File: config.mk
export PLATFORM = sky130hd
export DESIGN_NAME = systolic_tile_scheduler
export DESIGN_NICKNAME = d
export VERILOG_FILES = /design/src/rtl/systolic_pkg.sv /design/src/rtl/tile_index_counter.sv /design/src/rtl/systolic_tile_scheduler.sv
export SDC_FILE = /design/constraint.sdc
export NUM_CORES = 1
export LEC_CHECK = 0
export ABC_AREA = 1
export BUFFER_PORTS_ARGS = -buffer_cell sky130_fd_sc_hd__buf_4
export CAP_MARGIN = 20
export CORE_MARGIN = 1
export CORE_UTILIZATION = 55
export DETAILED_ROUTE_END_ITERATION = 10
export PLACE_DENSITY = 0.81
export SLEW_MARGIN = 30
export SYNTH_ARGS = -nofsm -noshare
export SYNTH_HDL_FRONTEND = slang
export SYNTH_SLANG_ARGS = --single-unit
File: constraint.sdc
create_clock -name clk -period 1.9 [get_ports clk]
set_input_delay 0.57 -clock clk [delete_from_list [all_inputs] [get_ports clk]]
set_output_delay 0.57 -clock clk [all_outputs]
set_load 0.02 [all_outputs]
File: src/rtl/systolic_pkg.sv
// Shared types and constants for the systolic tile scheduler and its serial IO.
package systolic_pkg;

    // Scheduler FSM states.
    typedef enum logic [2:0] {
        S_IDLE    = 3'd0,
        S_LOAD    = 3'd1,
        S_START   = 3'd2,
        S_COMPUTE = 3'd3,
        S_DRAIN   = 3'd4,
        S_ADV     = 3'd5,
        S_FINISH  = 3'd6,
        S_ERR     = 3'd7
    } sched_state_t;

    // Geometry of the 4x4 array and the serial frame that carries one tile.
    localparam int TILE_DIM   = 4;
    localparam int ELEM_W     = 8;
    localparam int FRAME_BITS = TILE_DIM * TILE_DIM * ELEM_W;

endpackage

File: src/rtl/tile_index_counter.sv
// Three-level nested (m, n, k) tile index counter; k is innermost, m outermost.
import systolic_pkg::*;

module tile_index_counter #(
    parameter int TW = 4
) (
    input  logic          clk,
    input  logic          rst,
    input  logic          clear,
    input  logic          enable,
    input  logic [TW-1:0] m_tiles,
    input  logic [TW-1:0] n_tiles,
    input  logic [TW-1:0] k_tiles,
    output logic [TW-1:0] m_idx,
    output logic [TW-1:0] n_idx,
    output logic [TW-1:0] k_idx,
    output logic          k_last,
    output logic          job_last
);

    logic k_wrap_s;
    logic n_wrap_s;
    logic m_wrap_s;

    // Each level is on its last value when it equals count-1 (TW-bit compare).
    always_comb begin
        k_wrap_s = (k_idx == (k_tiles - TW'(1)));
        n_wrap_s = (n_idx == (n_tiles - TW'(1)));
        m_wrap_s = (m_idx == (m_tiles - TW'(1)));
        k_last   = k_wrap_s;
        job_last = k_wrap_s & n_wrap_s & m_wrap_s;
    end

    // Advance k; carry into n on k wrap, then into m on n wrap.
    always_ff @(posedge clk or posedge rst) begin
        if (rst) begin
            m_idx <= '0;
            n_idx <= '0;
            k_idx <= '0;
        end else if (clear) begin
            m_idx <= '0;
            n_idx <= '0;
            k_idx <= '0;
        end else if (enable) begin
            if (k_wrap_s) begin
                k_idx <= '0;
                if (n_wrap_s) begin
                    n_idx <= '0;
                    m_idx <= m_wrap_s ? '0 : (m_idx + TW'(1));
                end else begin
                    n_idx <= n_idx + TW'(1);
                end
            end else begin
                k_idx <= k_idx + TW'(1);
            end
        end
    end

endmodule

File: src/rtl/systolic_tile_scheduler.sv
// Sequences tiled matrix multiplies on the 4x4 serial systolic array:
// load A/B tiles, start the array, wait for done (with timeout), drain C.
import systolic_pkg::*;

module systolic_tile_scheduler #(
    parameter int TW      = 4,
    parameter int TIMEOUT = 1024,
    parameter int TO_W    = 11
) (
    input  logic          clk,
    input  logic          rst,
    input  logic          cmd_valid,
    output logic          cmd_ready,
    input  logic [TW-1:0] cmd_m_tiles,
    input  logic [TW-1:0] cmd_n_tiles,
    input  logic [TW-1:0] cmd_k_tiles,
    input  logic          abort,
    output logic          load_req,
    output logic [TW-1:0] load_m_idx,
    output logic [TW-1:0] load_n_idx,
    output logic [TW-1:0] load_k_idx,
    input  logic          load_ack,
    output logic          arr_start,
    input  logic          arr_done,
    output logic          acc_first,
    output logic          acc_last,
    output logic          drain_req,
    input  logic          drain_ack,
    output logic          busy,
    output logic          job_done,
    output logic          err_timeout
);

    localparam logic [TO_W-1:0] TO_LIMIT = TO_W'(TIMEOUT - 1);

    sched_state_t  state_r;
    logic [TO_W-1:0] to_cnt_r;
    logic [TW-1:0] m_tiles_r;
    logic [TW-1:0] n_tiles_r;
    logic [TW-1:0] k_tiles_r;
    logic          idx_clear_s;
    logic          idx_enable_s;
    logic          k_last_s;
    logic          job_last_s;
    logic          zero_job_s;

    // Index counter control: reset on command accept, step once per ADV cycle.
    always_comb begin
        idx_clear_s  = (state_r == S_IDLE) & cmd_valid;
        idx_enable_s = (state_r == S_ADV) & ~abort;
        zero_job_s   = (cmd_m_tiles == TW'(0)) | (cmd_n_tiles == TW'(0)) |
                       (cmd_k_tiles == TW'(0));
    end

    tile_index_counter #(
        .TW (TW)
    ) u_idx (
        .clk      (clk),
        .rst      (rst),
        .clear    (idx_clear_s),
        .enable   (idx_enable_s),
        .m_tiles  (m_tiles_r),
        .n_tiles  (n_tiles_r),
        .k_tiles  (k_tiles_r),
        .m_idx    (load_m_idx),
        .n_idx    (load_n_idx),
        .k_idx    (load_k_idx),
        .k_last   (k_last_s),
        .job_last (job_last_s)
    );

    // Scheduler FSM; every output is registered and reflects the state being entered.
    always_ff @(posedge clk or posedge rst) begin
        if (rst) begin
            state_r     <= S_IDLE;
            to_cnt_r    <= '0;
            m_tiles_r   <= '0;
            n_tiles_r   <= '0;
            k_tiles_r   <= '0;
            cmd_ready   <= 1'b1;
            busy        <= 1'b0;
            load_req    <= 1'b0;
            arr_start   <= 1'b0;
            acc_first   <= 1'b0;
            acc_last    <= 1'b0;
            drain_req   <= 1'b0;
            job_done    <= 1'b0;
            err_timeout <= 1'b0;
        end else begin
            arr_start <= 1'b0;
            job_done  <= 1'b0;
            if (abort && (state_r != S_IDLE)) begin
                // Cancel wins over any same-cycle ack or done; error flag untouched.
                state_r   <= S_IDLE;
                cmd_ready <= 1'b1;
                busy      <= 1'b0;
                load_req  <= 1'b0;
                drain_req <= 1'b0;
                acc_first <= 1'b0;
                acc_last  <= 1'b0;
            end else begin
                case (state_r)
                    S_IDLE: begin
                        if (cmd_valid) begin
                            m_tiles_r   <= cmd_m_tiles;
                            n_tiles_r   <= cmd_n_tiles;
                            k_tiles_r   <= cmd_k_tiles;
                            err_timeout <= 1'b0;
                            cmd_ready   <= 1'b0;
                            busy        <= 1'b1;
                            if (zero_job_s) begin
                                state_r  <= S_FINISH;
                                job_done <= 1'b1;
                            end else begin
                                state_r  <= S_LOAD;
                                load_req <= 1'b1;
                            end
                        end
                    end
                    S_LOAD: begin
                        if (load_ack) begin
                            state_r   <= S_START;
                            load_req  <= 1'b0;
                            arr_start <= 1'b1;
                            acc_first <= (load_k_idx == TW'(0));
                            acc_last  <= k_last_s;
                            to_cnt_r  <= '0;
                        end
                    end
                    S_START: begin
                        state_r   <= S_COMPUTE;
                        acc_first <= 1'b0;
                        acc_last  <= 1'b0;
                    end
                    S_COMPUTE: begin
                        // A done arriving on the limit cycle still counts as success.
                        if (arr_done) begin
                            if (k_last_s) begin
                                state_r   <= S_DRAIN;
                                drain_req <= 1'b1;
                            end else begin
                                state_r <= S_ADV;
                            end
                        end else if (to_cnt_r == TO_LIMIT) begin
                            state_r     <= S_ERR;
                            err_timeout <= 1'b1;
                        end else begin
                            to_cnt_r <= to_cnt_r + TO_W'(1);
                        end
                    end
                    S_DRAIN: begin
                        if (drain_ack) begin
                            state_r   <= S_ADV;
                            drain_req <= 1'b0;
                        end
                    end
                    S_ADV: begin
                        if (job_last_s) begin
                            state_r  <= S_FINISH;
                            job_done <= 1'b1;
                        end else begin
                            state_r  <= S_LOAD;
                            load_req <= 1'b1;
                        end
                    end
                    S_FINISH, S_ERR: begin
                        state_r   <= S_IDLE;
                        cmd_ready <= 1'b1;
                        busy      <= 1'b0;
                    end
                    default: begin
                        state_r   <= S_IDLE;
                        cmd_ready <= 1'b1;
                        busy      <= 1'b0;
                        load_req  <= 1'b0;
                        drain_req <= 1'b0;
                    end
                endcase
            end
        end
    end

endmodule
==> metrics <==
Clock Tree Buf Depth=2; pin count of the biggest net entering global routing=26; syn avg cell area=7.452 sq um; number of flops mapped to enable cells by yosys=0; type of the worst setup path=flip-flop to flip-flop; CORE AREA=0.004880 sq mm; Hold Path Class=input pin to async pin; Power Density=1549 mW/mm^2; initial antenna violation count=0; Final #Nets=465; Starting Density=0.5910; CTS tree=done; synthesized area=0.002884 sq mm; Worst-Skew Late Latency=0.30 ns; PortBufs=39; Critical Path RT=2.09 ns; Arr. time, crit path=1.99 ns; Slew HR=0.6624; Worst path slowest cell=dfrtp_1; Clock H-tree levels=2; Synthesis Warnings=0; Worst-Margin Slew=0.5025 ns; hold_ws=0.2971 ns; Final ANT Viol Nets=0; CTS buffer count=5; Setup Skew=0.005115 ns; DRT Pass-1 Iters=5; Final TNS setup=0 ns; CP max stage delay=0.36 ns; chip width=74.42 um; Via density=5.162; CP Max Fanout=7; outcome=finished clean; clock sinks=47; Avg WL per Cell=12.36 um; dpl hpwl=4738 um; Fillers=407; first-pass GRT wire length=10460 um; type of origin of the critical path=flip-flop; post-layout minimum cycle time=1.800 ns; Max Cap Viol=0; vias post-DR=2612; R2R cell count=12; Main synth FF type=dfrtp_1; register bit count reported by yosys=47; Achievable Freq=555.7 MHz; clk slew on worst S/H paths=0.08 ns; clock root buffer master=clkbuf_8; # DRC=0; I/O pin total=40; WL final=6255 um; Die H=74.42 um; routability cong.=0.8817; Cell Chain, Critical Path=inv_2 -> ha_1 -> xor2_1 -> nand2_1 -> nor2_2 -> nand2_2 -> nand2_1 -> inv_2 -> nor2_4 -> inv_2 -> nand2_1 -> o21ai_2; gr usage total=0.2450; DR iter-0 viols=126; Post-Syn Nets=414; antenna fix cells=0; final worst-path cycle share=0.9472; total grt overflow=0; row count=25; vias in the first global route=2408; post-synth cell types=35; Max Slew Vio Count=0; VDD IR max=1129 uV; crit end category=flip-flop; layout cells sized above 1=0.2164; fraction of registers with async set/reset=1.000; P_leak=1.783 nW; sequential fraction of the synthesis area=0.4082; Hold Vio Cnt, Final=0; Gate Count Post-Synth=387; Setup Viol. Count Final=0; Die ar.=0.005538 sq mm; area grow syn2layout=20.04%
-- state kept, by name, indices dropped and copies added (netlist names), 3 cells and up --
signal       count
k_tiles_r        4
m_tiles_r        4
n_tiles_r        4
state_r          3
to_cnt_r        11
u_idx.k_idx      4
u_idx.m_idx      4
u_idx.n_idx      4
-- synth_stat cells, types with 8 or more instances --
cell | count | area (sq um)
nor3_1 | 8 | 40.04
inv_1 | 49 | 183.9
inv_2 | 10 | 37.54
dfrtp_1 | 46 | 1151
xor2_1 | 9 | 78.83
nand2_1 | 114 | 427.9
ha_1 | 8 | 100.1
nand3_1 | 29 | 145.1
nor2_1 | 28 | 105.1
nand4_1 | 9 | 56.30
a21oi_1 | 9 | 45.04
o21ai_0 | 21 | 105.1
-- power breakdown --
| part | internal [mW] | switching, mW | leakage, nW | total (mW) |
|---|---|---|---|---|
| registers | 1.34 | 0.301 | 0.609 | 1.64 |
| clock network | 0.426 | 0.333 | 0.0612 | 0.759 |
| logic | 1.12 | 1.84 | 1.11 | 2.97 |
-- routing by layer --
metal / track usage / part of all wire / up-vias
met5: 0 / 0 / -
met4: 0.08595 / 0.012 / 0
met3: 0.03523 / 0.047 / 9
met2: 0.4004 / 0.46 / 71
met1: 0.3333 / 0.48 / 1191
li1: - / - / 1341
-- repair_timing --
| action | CTS | global route |
|---|---|---|
| gates resized for setup | 0 | 9 |
| setup buffers | 0 | 2 |
| hold buffers | 0 | 0 |
| setup endpoints to repair | 0 | 11 |
-- layout make-up --
class | instances | area (sq um) | area share
clock buffer | 6 | 82.58 | 0.02385
clock inverter | 2 | 35.03 | 0.01012
inverter | 60 | 226.5 | 0.06541
multi-input combinational | 275 | 1464 | 0.4228
sequential | 47 | 1177 | 0.3401
tap | 67 | 83.83 | 0.02421
timing repair buffer | 49 | 392.9 | 0.1135
-- cells in the final DEF (no fill, tap or decap), drive strengths merged --
| cell type | instances |
|---|---|
| clkinv | 2 |
| o22ai | 4 |
| xor2 | 9 |
| o21bai | 1 |
| and3 | 1 |
| nand3b | 3 |
| ha | 8 |
| nand4 | 9 |
| inv | 59 |
| nand2 | 118 |
| o21a | 1 |
| o21ai | 27 |
| xnor2 | 4 |
| dfstp | 1 |
| o31ai | 4 |
| a21oi | 10 |
| clkbuf | 6 |
| bufinv | 1 |
| a31oi | 1 |
| buf | 49 |
| dfrtp | 46 |
| nand3 | 31 |
| nor3 | 9 |
| or2 | 2 |
| nor2 | 33 |
-- stage by stage --
| stage | power, mW | instance area (sq um) | instances | utilization | worst slack, ns |
|---|---|---|---|---|---|
| 6_report | 5.361 | 3462 | 506 | 0.7095 | 0.1003 |
| 5_1_grt | 5.818 | 3462 | 506 | 0.7095 | -0.03551 |
| 3_5_place_dp | 4.490 | 3304 | 496 | 0.6772 | 0.04517 |
| 3_3_place_gp | 4.399 | 3304 | 496 | 0.6772 | 0.1255 |
| 2_1_floorplan | 3.731 | 2884 | 387 | - | 0.2155 |
| 4_1_cts | 5.271 | 3422 | 504 | 0.7013 | 0.003570 |
-- critical path: cells and delay by family, from the launching register on --
| family | cells | cell delay, ns |
|---|---|---|
| buffers and inverters | 3 | 0.17 |
| adders and majority gates | 1 | 0.30 |
| AOI/OAI and AO/OA | 1 | 0.05 |
| DFF | 1 | 0.36 |
| xor gates and xnor gates | 1 | 0.16 |
| and+or+nand+nor | 6 | 0.66 |
-- cell families after synthesis --
kind of cell             synth area share
adder cells (fa/ha/maj)           0.03471
flip-flops                         0.4082
AND/OR/NAND/NOR                    0.3302
buffers and inverters             0.09284
XOR/XNOR                          0.03948
AO/OA/AOI/OAI                     0.09458
-- worst paths after layout --
check / start / to / slack, ns
max: n_tiles_r[0]$_DFFE_PP0P_ / u_idx.m_idx[3]$_DFFE_PP0P_ / 0.10
min: rst / load_req$_DFFE_PP0P_ / 0.30
max reg2reg: n_tiles_r[0]$_DFFE_PP0P_ / u_idx.m_idx[3]$_DFFE_PP0P_ / 0.10
min reg2reg: cmd_ready$_DFFE_PP1P_ / cmd_ready$_DFFE_PP1P_ / 0.48
max in group asynchronous: rst / to_cnt_r[10]$_DFFE_PP0P_ / 1.10
min in group clk: cmd_ready$_DFFE_PP1P_ / cmd_ready$_DFFE_PP1P_ / 0.48
Note: power is estimated with default switching activity, not from simulation.
